## config.mk

```make
export PLATFORM = sky130hd
export DESIGN_NAME = sad_min_tracker
export DESIGN_NICKNAME = d
export VERILOG_FILES = /design/src/rtl/sad_pkg.sv /design/src/rtl/sad_min_tree.sv /design/src/rtl/sad_min_tracker.sv
export SDC_FILE = /design/constraint.sdc
export NUM_CORES = 1
export LEC_CHECK = 0
export CELL_PAD_IN_SITES_DETAIL_PLACEMENT = 1
export CELL_PAD_IN_SITES_GLOBAL_PLACEMENT = 2
export CORE_UTILIZATION = 36
export CTS_BUF_LIST = sky130_fd_sc_hd__clkbuf_4 sky130_fd_sc_hd__clkbuf_8
export DETAILED_ROUTE_END_ITERATION = 16
export GPL_ROUTABILITY_DRIVEN = 0
export PLACE_DENSITY_LB_ADDON = 0.1
export REMOVE_ABC_BUFFERS = 1
export SETUP_SLACK_MARGIN = 0.3
export SLEW_MARGIN = 20
export SYNTH_ARGS = -nofsm -noshare
export SYNTH_HDL_FRONTEND = slang
export SYNTH_HIERARCHICAL = 1
export SYNTH_SLANG_ARGS = --single-unit
```

## constraint.sdc

```tcl
create_clock -name clk -period 4.9 [get_ports clk]
set_input_delay 0.98 -clock clk [delete_from_list [all_inputs] [get_ports clk]]
set_output_delay 0.98 -clock clk [all_outputs]
set_load 0.05 [all_outputs]
```

## src/rtl/sad_pkg.sv

```systemverilog
// rtl/sad_pkg.sv - shared constants, types and helpers for the minimum-SAD selector.
package sad_pkg;

  localparam int SAD_W_DEF = 14;

  typedef enum logic {
    ST_ACC  = 1'b0,
    ST_DONE = 1'b1
  } sad_state_e;

  // Index width for n items; a single item still needs one bit.
  function automatic int idx_w(input int n);
    return (n <= 2) ? 1 : $clog2(n);
  endfunction

endpackage

```

## src/rtl/sad_min_tree.sv

```systemverilog
// rtl/sad_min_tree.sv - combinational balanced-tree reduction of LANES SADs to (min, lane).
// Ties resolve to the lower lane at every node.
module sad_min_tree
  import sad_pkg::*;
#(
  parameter int  SAD_W = SAD_W_DEF,
  parameter int  LANES = 4,
  localparam int LW    = idx_w(LANES)
) (
  input  logic [LANES*SAD_W-1:0] sad_i,
  output logic [SAD_W-1:0]       min_o,
  output logic [LW-1:0]          lane_o
);

  generate
    if (LANES == 1) begin : g_leaf
      assign min_o  = sad_i;
      assign lane_o = '0;
    end else begin : g_node
      localparam int NLO = LANES / 2;
      localparam int NHI = LANES - NLO;

      logic [SAD_W-1:0]      lo_min;
      logic [SAD_W-1:0]      hi_min;
      logic [idx_w(NLO)-1:0] lo_lane;
      logic [idx_w(NHI)-1:0] hi_lane;

      sad_min_tree #(.SAD_W(SAD_W), .LANES(NLO)) u_lo (
        .sad_i  (sad_i[NLO*SAD_W-1:0]),
        .min_o  (lo_min),
        .lane_o (lo_lane)
      );

      sad_min_tree #(.SAD_W(SAD_W), .LANES(NHI)) u_hi (
        .sad_i  (sad_i[LANES*SAD_W-1:NLO*SAD_W]),
        .min_o  (hi_min),
        .lane_o (hi_lane)
      );

      // Upper half wins only on strictly smaller SAD.
      always_comb begin
        if (hi_min < lo_min) begin
          min_o  = hi_min;
          lane_o = LW'(NLO) + LW'(hi_lane);
        end else begin
          min_o  = lo_min;
          lane_o = LW'(lo_lane);
        end
      end
    end
  endgenerate

endmodule

```

## src/rtl/sad_min_tracker.sv

```systemverilog
// rtl/sad_min_tracker.sv - streaming minimum-SAD selector over blocks of N_CAND candidates.
// Accepts LANES candidates per beat and presents the block winner on a valid/ready port.
module sad_min_tracker
  import sad_pkg::*;
#(
  parameter int  SAD_W  = SAD_W_DEF,
  parameter int  LANES  = 4,
  parameter int  N_CAND = 16,
  localparam int IDX_W  = idx_w(N_CAND)
) (
  input  logic                   clk,
  input  logic                   rst_n,
  input  logic                   clr,
  input  logic                   in_valid,
  output logic                   in_ready,
  input  logic [LANES*SAD_W-1:0] in_sad,
  output logic                   out_valid,
  input  logic                   out_ready,
  output logic [SAD_W-1:0]       out_sad,
  output logic [IDX_W-1:0]       out_idx
);

  localparam int BEATS = N_CAND / LANES;
  localparam int BW    = idx_w(BEATS);
  localparam int LW    = idx_w(LANES);

  sad_state_e       state_q, state_d;
  logic [BW-1:0]    beat_q, beat_d;
  logic [SAD_W-1:0] best_sad_q, best_sad_d;
  logic [IDX_W-1:0] best_idx_q, best_idx_d;
  logic [SAD_W-1:0] out_sad_q, out_sad_d;
  logic [IDX_W-1:0] out_idx_q, out_idx_d;

  logic [SAD_W-1:0] tree_min;
  logic [LW-1:0]    tree_lane;
  logic [IDX_W-1:0] gidx;

  sad_min_tree #(.SAD_W(SAD_W), .LANES(LANES)) u_tree (
    .sad_i  (in_sad),
    .min_o  (tree_min),
    .lane_o (tree_lane)
  );

  assign gidx = IDX_W'(beat_q) * IDX_W'(LANES) + IDX_W'(tree_lane);

  always_comb begin
    state_d    = state_q;
    beat_d     = beat_q;
    best_sad_d = best_sad_q;
    best_idx_d = best_idx_q;
    out_sad_d  = out_sad_q;
    out_idx_d  = out_idx_q;
    if (clr) begin
      state_d = ST_ACC;
      beat_d  = '0;
    end else begin
      case (state_q)
        ST_ACC: begin
          if (in_valid) begin
            // First beat always reloads, so stale minima never leak across blocks.
            if (beat_q == '0 || tree_min < best_sad_q) begin
              best_sad_d = tree_min;
              best_idx_d = gidx;
            end
            if (beat_q == BW'(BEATS - 1)) begin
              state_d   = ST_DONE;
              beat_d    = '0;
              out_sad_d = best_sad_d;
              out_idx_d = best_idx_d;
            end else begin
              beat_d = beat_q + 1'b1;
            end
          end
        end
        ST_DONE: begin
          if (out_ready) state_d = ST_ACC;
        end
        default: state_d = ST_ACC;
      endcase
    end
  end

  always_ff @(posedge clk or negedge rst_n) begin
    if (!rst_n) begin
      state_q    <= ST_ACC;
      beat_q     <= '0;
      best_sad_q <= '0;
      best_idx_q <= '0;
      out_sad_q  <= '0;
      out_idx_q  <= '0;
    end else begin
      state_q    <= state_d;
      beat_q     <= beat_d;
      best_sad_q <= best_sad_d;
      best_idx_q <= best_idx_d;
      out_sad_q  <= out_sad_d;
      out_idx_q  <= out_idx_d;
    end
  end

  assign in_ready  = (state_q == ST_ACC);
  assign out_valid = (state_q == ST_DONE);
  assign out_sad   = out_sad_q;
  assign out_idx   = out_idx_q;

endmodule

```

==> results.txt, run 1 <==
Psw = 0.937 mW
CP Capture Type = flop
Post-Syn Area per Cell = 9.77 sq um
largest net degree at the start of global routing = 40
Port Buffers = 80
Hold WS = 0.515 ns
Tightest Pin Transition = 0.915 ns
P per Cell Area = 378 mW/mm^2
Design Power = 2.40 mW
Pre-Repair DR Iteration Count = 4
antenna viol nets, final = 0
# IOs = 81
GRT Overall Usage = 18.6%
Setup WS pre-CTS = -1.60 ns
Switching Share = 39.0%
Slew HR = 39.0%
DR vias = 3255
status = complete, but fails checks
min Tclk post-route = 5.55 ns
Cell Count, Final, Fillers Out = 673
clock root cell = clkbuf_8
DP Area = 0.00509 sq mm
Fmax achieved = 180 MHz
Final Cell Area = 0.00635 sq mm
core area = 0.0114 sq mm
crit-path max FO = 7
Routed wire per std cell = 15.9 microns
Synth area leaders = dfrtp_1 (23%), ha_1 (16%), mux2_4 (13%)
Post-Syn Area = 0.00422 sq mm
Clk pwr share = 12.0%
Crit Path Category = primary input to flop
Synth top area share = 23.1%
Synth Register Bits = 39
Yosys warnings = 6
Starting Density = 36.9%
Post-synth top cells = buf_4 (60), inv_1 (57), ha_1 (54)
Post-synth top flop = dfrtp_1
Startpoint Class = primary input
CTS sink count = 39
RSZ-0062 raised after global routing = yes
nets = 644
number of global-route vias before repair = 3517
fin crit share = 113%
register share of total power = 21.6%
count of pins over their slew limit = 0
number of vias per cell = 4.84
Site Rows = 39
Syn Inst Count = 432
PnR worst setup slack = -0.651 ns
height of the die = 110 microns
setup violators final = 36
cell taking the most area after synthesis = dfrtp_1
Comb pwr share = 66.4%
DRT iter0 DRCs = 37
failing checks = negative setup slack
detailed placement HPWL = 7490 microns
n_diodes = 0
Area Overhead vs Synth = 50.6%
clock buffer depth = 2
first-pass GRT wire length = 17400 microns
layout cells sized above 1 = 62.8%
die area = 0.0122 sq mm
Worst EP arrival = 5.73 ns
Int Pwr = 1.46 mW
clock slew at reported path FFs = 0.07 ns
most frequent cell after synthesis = buf_4
placed instance count = 636
clk_lat worst skew = 0.30 ns
DRC = 0
worst min path class = flop to flop
Filler Cell Count = 1247
total grt overflow = 0
antenna violations before repair = 0
clock skew = 0.00946 ns
CTS Buf Count = 5
CTS tree = yes
drt total wl = 10700 microns
count of cell types in the netlist = 32
Post-synth EDFFs = 0
post-synthesis sequential area ratio = 23.1%
H-tree Lvls = 2
max cap viols = 0
VDD IR max = 0.241 mV
Die Wd = 110 microns
hold violation count in the final report = 0
Worst EP required = 5.08 ns
leakage power = 2.96 nW
post-synthesis async set-or-reset flop share = 100%
## worst paths after layout
path,start,to,slack (ns),cells past startpoint
hold / removal,best_idx_q[1],best_idx_q[1],0.51,1
max in group asynchronous,rst_n,out_sad[1],3.52,1
setup reg to reg,beat_q[0],best_sad_q[1],2.58,9
hold reg to reg,best_idx_q[1],best_idx_q[1],0.51,1
setup / recovery,in_sad[43],best_sad_q[1],-0.65,25
min in group asynchronous,rst_n,out_sad[5],0.80,1
## layout by cell type (no fill, tap or decap), drive strengths merged
cell type and n:
nand2b 4, o22ai 1, dfrtp 39, buf 121, o21a 5, or2 1, nor3b 2, o21ai 3
ha 54, bufbuf 1, nor2 23, a21oi 48, nor3 6, clkinv 1, a211oi 3, inv 57
or3 1, nand2 18, clkbuf 8, nand4 7, clkdlybuf4s50 23, clkdlybuf4s15 11, mux2 61, conb 4
mux2i 21, o221ai 4, bufinv 1, dlygate4sd2 2
## final cells by class
cell class	instances	area, sq um	area share, %
clock buffers	6	82.6	1.30
clock inverters	2	35.0	0.551
inverters	57	221	3.49
multi-input cells	266	3370	53.1
flip-flops and latches	39	976	15.4
well taps	143	179	2.82
repair buffers	160	1490	23.4
## power by group through the flow
stage / sequential, mW / combinational (mW) / clock [mW]
after floorplan: 0.635 / 0.607 / 0
after global placement: 0.510 / 1.11 / 0
after detailed placement: 0.515 / 1.13 / 0
after CTS: 0.516 / 1.49 / 0.293
after global routing: 0.536 / 1.73 / 0.302
final: 0.520 / 1.59 / 0.287
## routing by layer
layer	share of wire, %	track usage (%)	vias to the layer above
met5	0	0	-
met4	0.92	3.67	0
met3	2.6	2.00	7
met2	53	34.6	57
met1	43	23.1	1596
li1	-	-	1595
## critical path: stages
cell	delay (ns)
buf_8	0.10
ha_4	0.23
a21oi_4	0.19
o221ai_4	0.14
a211oi_4	0.32
buf_12	0.15
buf_8	0.11
buf_6	0.09
mux2_4	0.32
ha_4	0.27
nand4_1	0.15
nor3_2	0.27
a211oi_4	0.11
buf_12	0.15
buf_6	0.11
mux2_4	0.32
ha_4	0.27
nand2_2	0.04
or3_4	0.38
nor3_4	0.17
a21oi_2	0.09
nor3b_4	0.17
buf_6	0.14
buf_12	0.14
mux2_4	0.29
## timing repair
item | CTS | global route
pin swaps | 78 | 18
gates cloned | 4 | 0
setup buffers | 20 | 5
endpoints found under the setup margin | 36 | 36
gates resized for setup | 370 | 29
hold buffers | 0 | 0
## metrics by stage
stage	setup TNS (ns)	util [%]
floorplan	-106.47	-
global placement	-51.38	44.6
detailed placement	-55.73	44.6
CTS	-17.71	54.3
global route	-27.97	55.6
finish	-21.32	55.6
## flip-flops by register name, summed over array words and instances (netlist names)
register    count
out_idx         4
best_sad_q     14
best_idx_q      4
out_sad        14
beat_q          2
out_valid       1
## cells by family after synthesis
| logic type | after synthesis | synth area share, % |
|---|---|---|
| AOI/OAI and AO/OA | 64 | 10.1 |
| adders and majority gates | 54 | 16.0 |
| buffers and inverters | 127 | 18.4 |
| DFF | 39 | 23.1 |
| muxes | 82 | 24.6 |
| other | 4 | 0.356 |
| and+or+nand+nor | 62 | 7.53 |
Note: power is estimated with default switching activity, not from simulation.
==> run 2, diff against run 1 <==
--- a/config.mk
+++ b/config.mk
@@ -5,6 +5,7 @@
 export SDC_FILE = /design/constraint.sdc
 export NUM_CORES = 1
 export LEC_CHECK = 0
+export CAP_MARGIN = 30
 export CELL_PAD_IN_SITES_DETAIL_PLACEMENT = 1
 export CELL_PAD_IN_SITES_GLOBAL_PLACEMENT = 2
 export CORE_UTILIZATION = 36
==> run 2 against run 1 <==
Effect of this change: register-to-register slack is essentially flat; sequential share of layout area about the same; largest cell class unchanged; routed wire length about the same; the flow still finishes with violations (negative setup slack); critical endpoint unchanged; count of clock-buffer cells in the layout is the same.
==> results.txt, run 2 (synthesis gave the netlist of run 1 again) <==
count of pins over their slew limit = 0 (unchanged)
layout cells sized above 1 = 62.9% (+0.070 points)
Crit Path Category = primary input to flop
Pre-Repair DR Iteration Count = 4 (unchanged)
H-tree Lvls = 2 (unchanged)
number of global-route vias before repair = 3517 (unchanged)
most common cell after layout, fill and taps aside = buf_4
Site Rows = 39 (unchanged)
DRC = 0 (unchanged)
Startpoint Class = primary input
DP Area = 0.00509 sq mm (unchanged)
CTS sink count = 39 (unchanged)
Routed wire per std cell = 15.9 microns (-0.23%)
Tightest Pin Transition = 0.780 ns (-0.134 ns)
n_diodes = 0 (unchanged)
detailed placement HPWL = 7490 microns (unchanged)
clock buffer depth = 2 (unchanged)
Die Wd = 110 microns (unchanged)
CTS hold repair buffers = 0 (unchanged)
total grt overflow = 0 (unchanged)
most frequent cells in the layout = buf_4 (56), mux2_4 (53), ha_4 (44)
largest net degree at the start of global routing = 40 (unchanged)
PnR worst setup slack = -0.652 ns (-0.000817 ns)
worst min path class = flop to flop
CP top delay family = simple AND/OR/NAND/NOR gates
clock slew at reported path FFs = 0.07 ns (about the same)
first-pass GRT wire length = 17400 microns (unchanged)
hold violation count in the final report = 0 (unchanged)
max cap viols = 0 (unchanged)
fin util = 55.8% (+0.18 points)
CP peak stage delay = 0.38 ns (about the same)
GRT Overall Usage = 18.6% (unchanged)
CP max stage cell = or3_4
DRT iter0 DRCs = 37 (unchanged)
CP Capture Type = flop
status = complete, but fails checks
failing checks = negative setup slack
die area = 0.0122 sq mm (unchanged)
DR vias = 3261 (+0.18%)
P per Cell Area = 377 mW/mm^2 (-0.30%)
VDD IR max = 0.240 mV (-0.16%)
CTS Buf Count = 5 (unchanged)
clk_lat worst skew = 0.30 ns (about the same)
crit-path max FO = 7 (unchanged)
Worst EP required = 5.08 ns (about the same)
CTS tree = yes
RSZ-0062 raised after global routing = yes
Final Cell Area = 0.00637 sq mm (+0.32%)
clock skew = 0.00828 ns (-0.00118 ns)
Design Power = 2.40 mW (about the same)
Buf/Inv on CP = 8 (unchanged)
height of the die = 110 microns (unchanged)
leakage power = 2.97 nW (+0.32%)
Slew HR = 47.8% (+8.7 points)
# IOs = 81 (unchanged)
min Tclk post-route = 5.55 ns (+0.000817 ns)
drt total wl = 10700 microns (about the same)
Area Overhead vs Synth = 51.1%
core area = 0.0114 sq mm (unchanged)
total negative setup slack = -21.37 ns (-0.0432 ns)
nets = 645 (+0.16%)
Worst EP arrival = 5.73 ns (about the same)
fin crit share = 113% (about the same)
Fmax achieved = 180 MHz (about the same)
clock root cell = clkbuf_8
antenna viol nets, final = 0 (unchanged)
Port Buffers = 80 (unchanged)
antenna violations before repair = 0 (unchanged)
setup violators final = 36 (unchanged)
number of vias per cell = 4.84 (about the same)
Starting Density = 36.9% (unchanged)
[run 2: changes by cell type in the layout (fill, tap and decap cells not counted)]
cell and change:
buf_12 +1
[run 2: per-layer routing]
metal | track usage (%) | share of wire (%) | wire (microns) | up-vias
met5 | 0 | 0 | 0 | -
met4 | 3.67 | 0.93 | 99 | 0
met3 | 2.00 | 2.6 | 282 | 7
met2 | 34.6 | 53 | 5690 | 57
met1 | 23.1 | 43 | 4620 | 1599
li1 | - | - | - | 1598
[run 2: path summary, 6_finish.rpt]
| path | end | slack, ns | depth (start not counted) | start |
|---|---|---|---|---|
| max reg2reg | best_sad_q[1] | 2.59 | 10 | best_sad_q[11] |
| min | best_idx_q[1] | 0.51 | 1 | best_idx_q[1] |
| max in group asynchronous | out_sad[1] | 3.95 | 2 | rst_n |
| min reg2reg | best_idx_q[1] | 0.51 | 1 | best_idx_q[1] |
| min in group asynchronous | out_sad[2] | 0.52 | 1 | rst_n |
| max | best_sad_q[1] | -0.65 | 25 | in_sad[43] |
[run 2: power by group]
| group | internal, mW | switching, mW | total (mW) |
|---|---|---|---|
| clock | 0.165 | 0.121 | 0.286 |
| combinational | 0.868 | 0.728 | 1.60 |
| sequential | 0.433 | 0.0861 | 0.519 |
| total | 1.47 | 0.935 | 2.40 |
[run 2: area by class of cell]
cell class,instances,area [sq um]
clock buffer,6,82.6
tap,143,179
multi-input combinational,266,3370
inverter,57,221
clock inverter,2,35.0
sequential,39,976
timing repair buffer,161,1510
fill,1246,5040
[run 2: per-stage QoR]
step,worst slack [ns],cells,hold WS [ns]
5_1_grt,-0.829,674,0.524
6_report,-0.652,674,0.514
4_1_cts,-0.554,668,0.514
3_3_place_gp,-1.47,636,0.491
3_5_place_dp,-1.60,636,0.496
2_1_floorplan,-3.92,362,0.480
[run 2: what timing repair did]
item	in CTS	in global routing
gates cloned	4	0
gates resized for setup	370	29
setup buffers	20	5
pin swaps	78	18
setup endpoints to repair	36	36
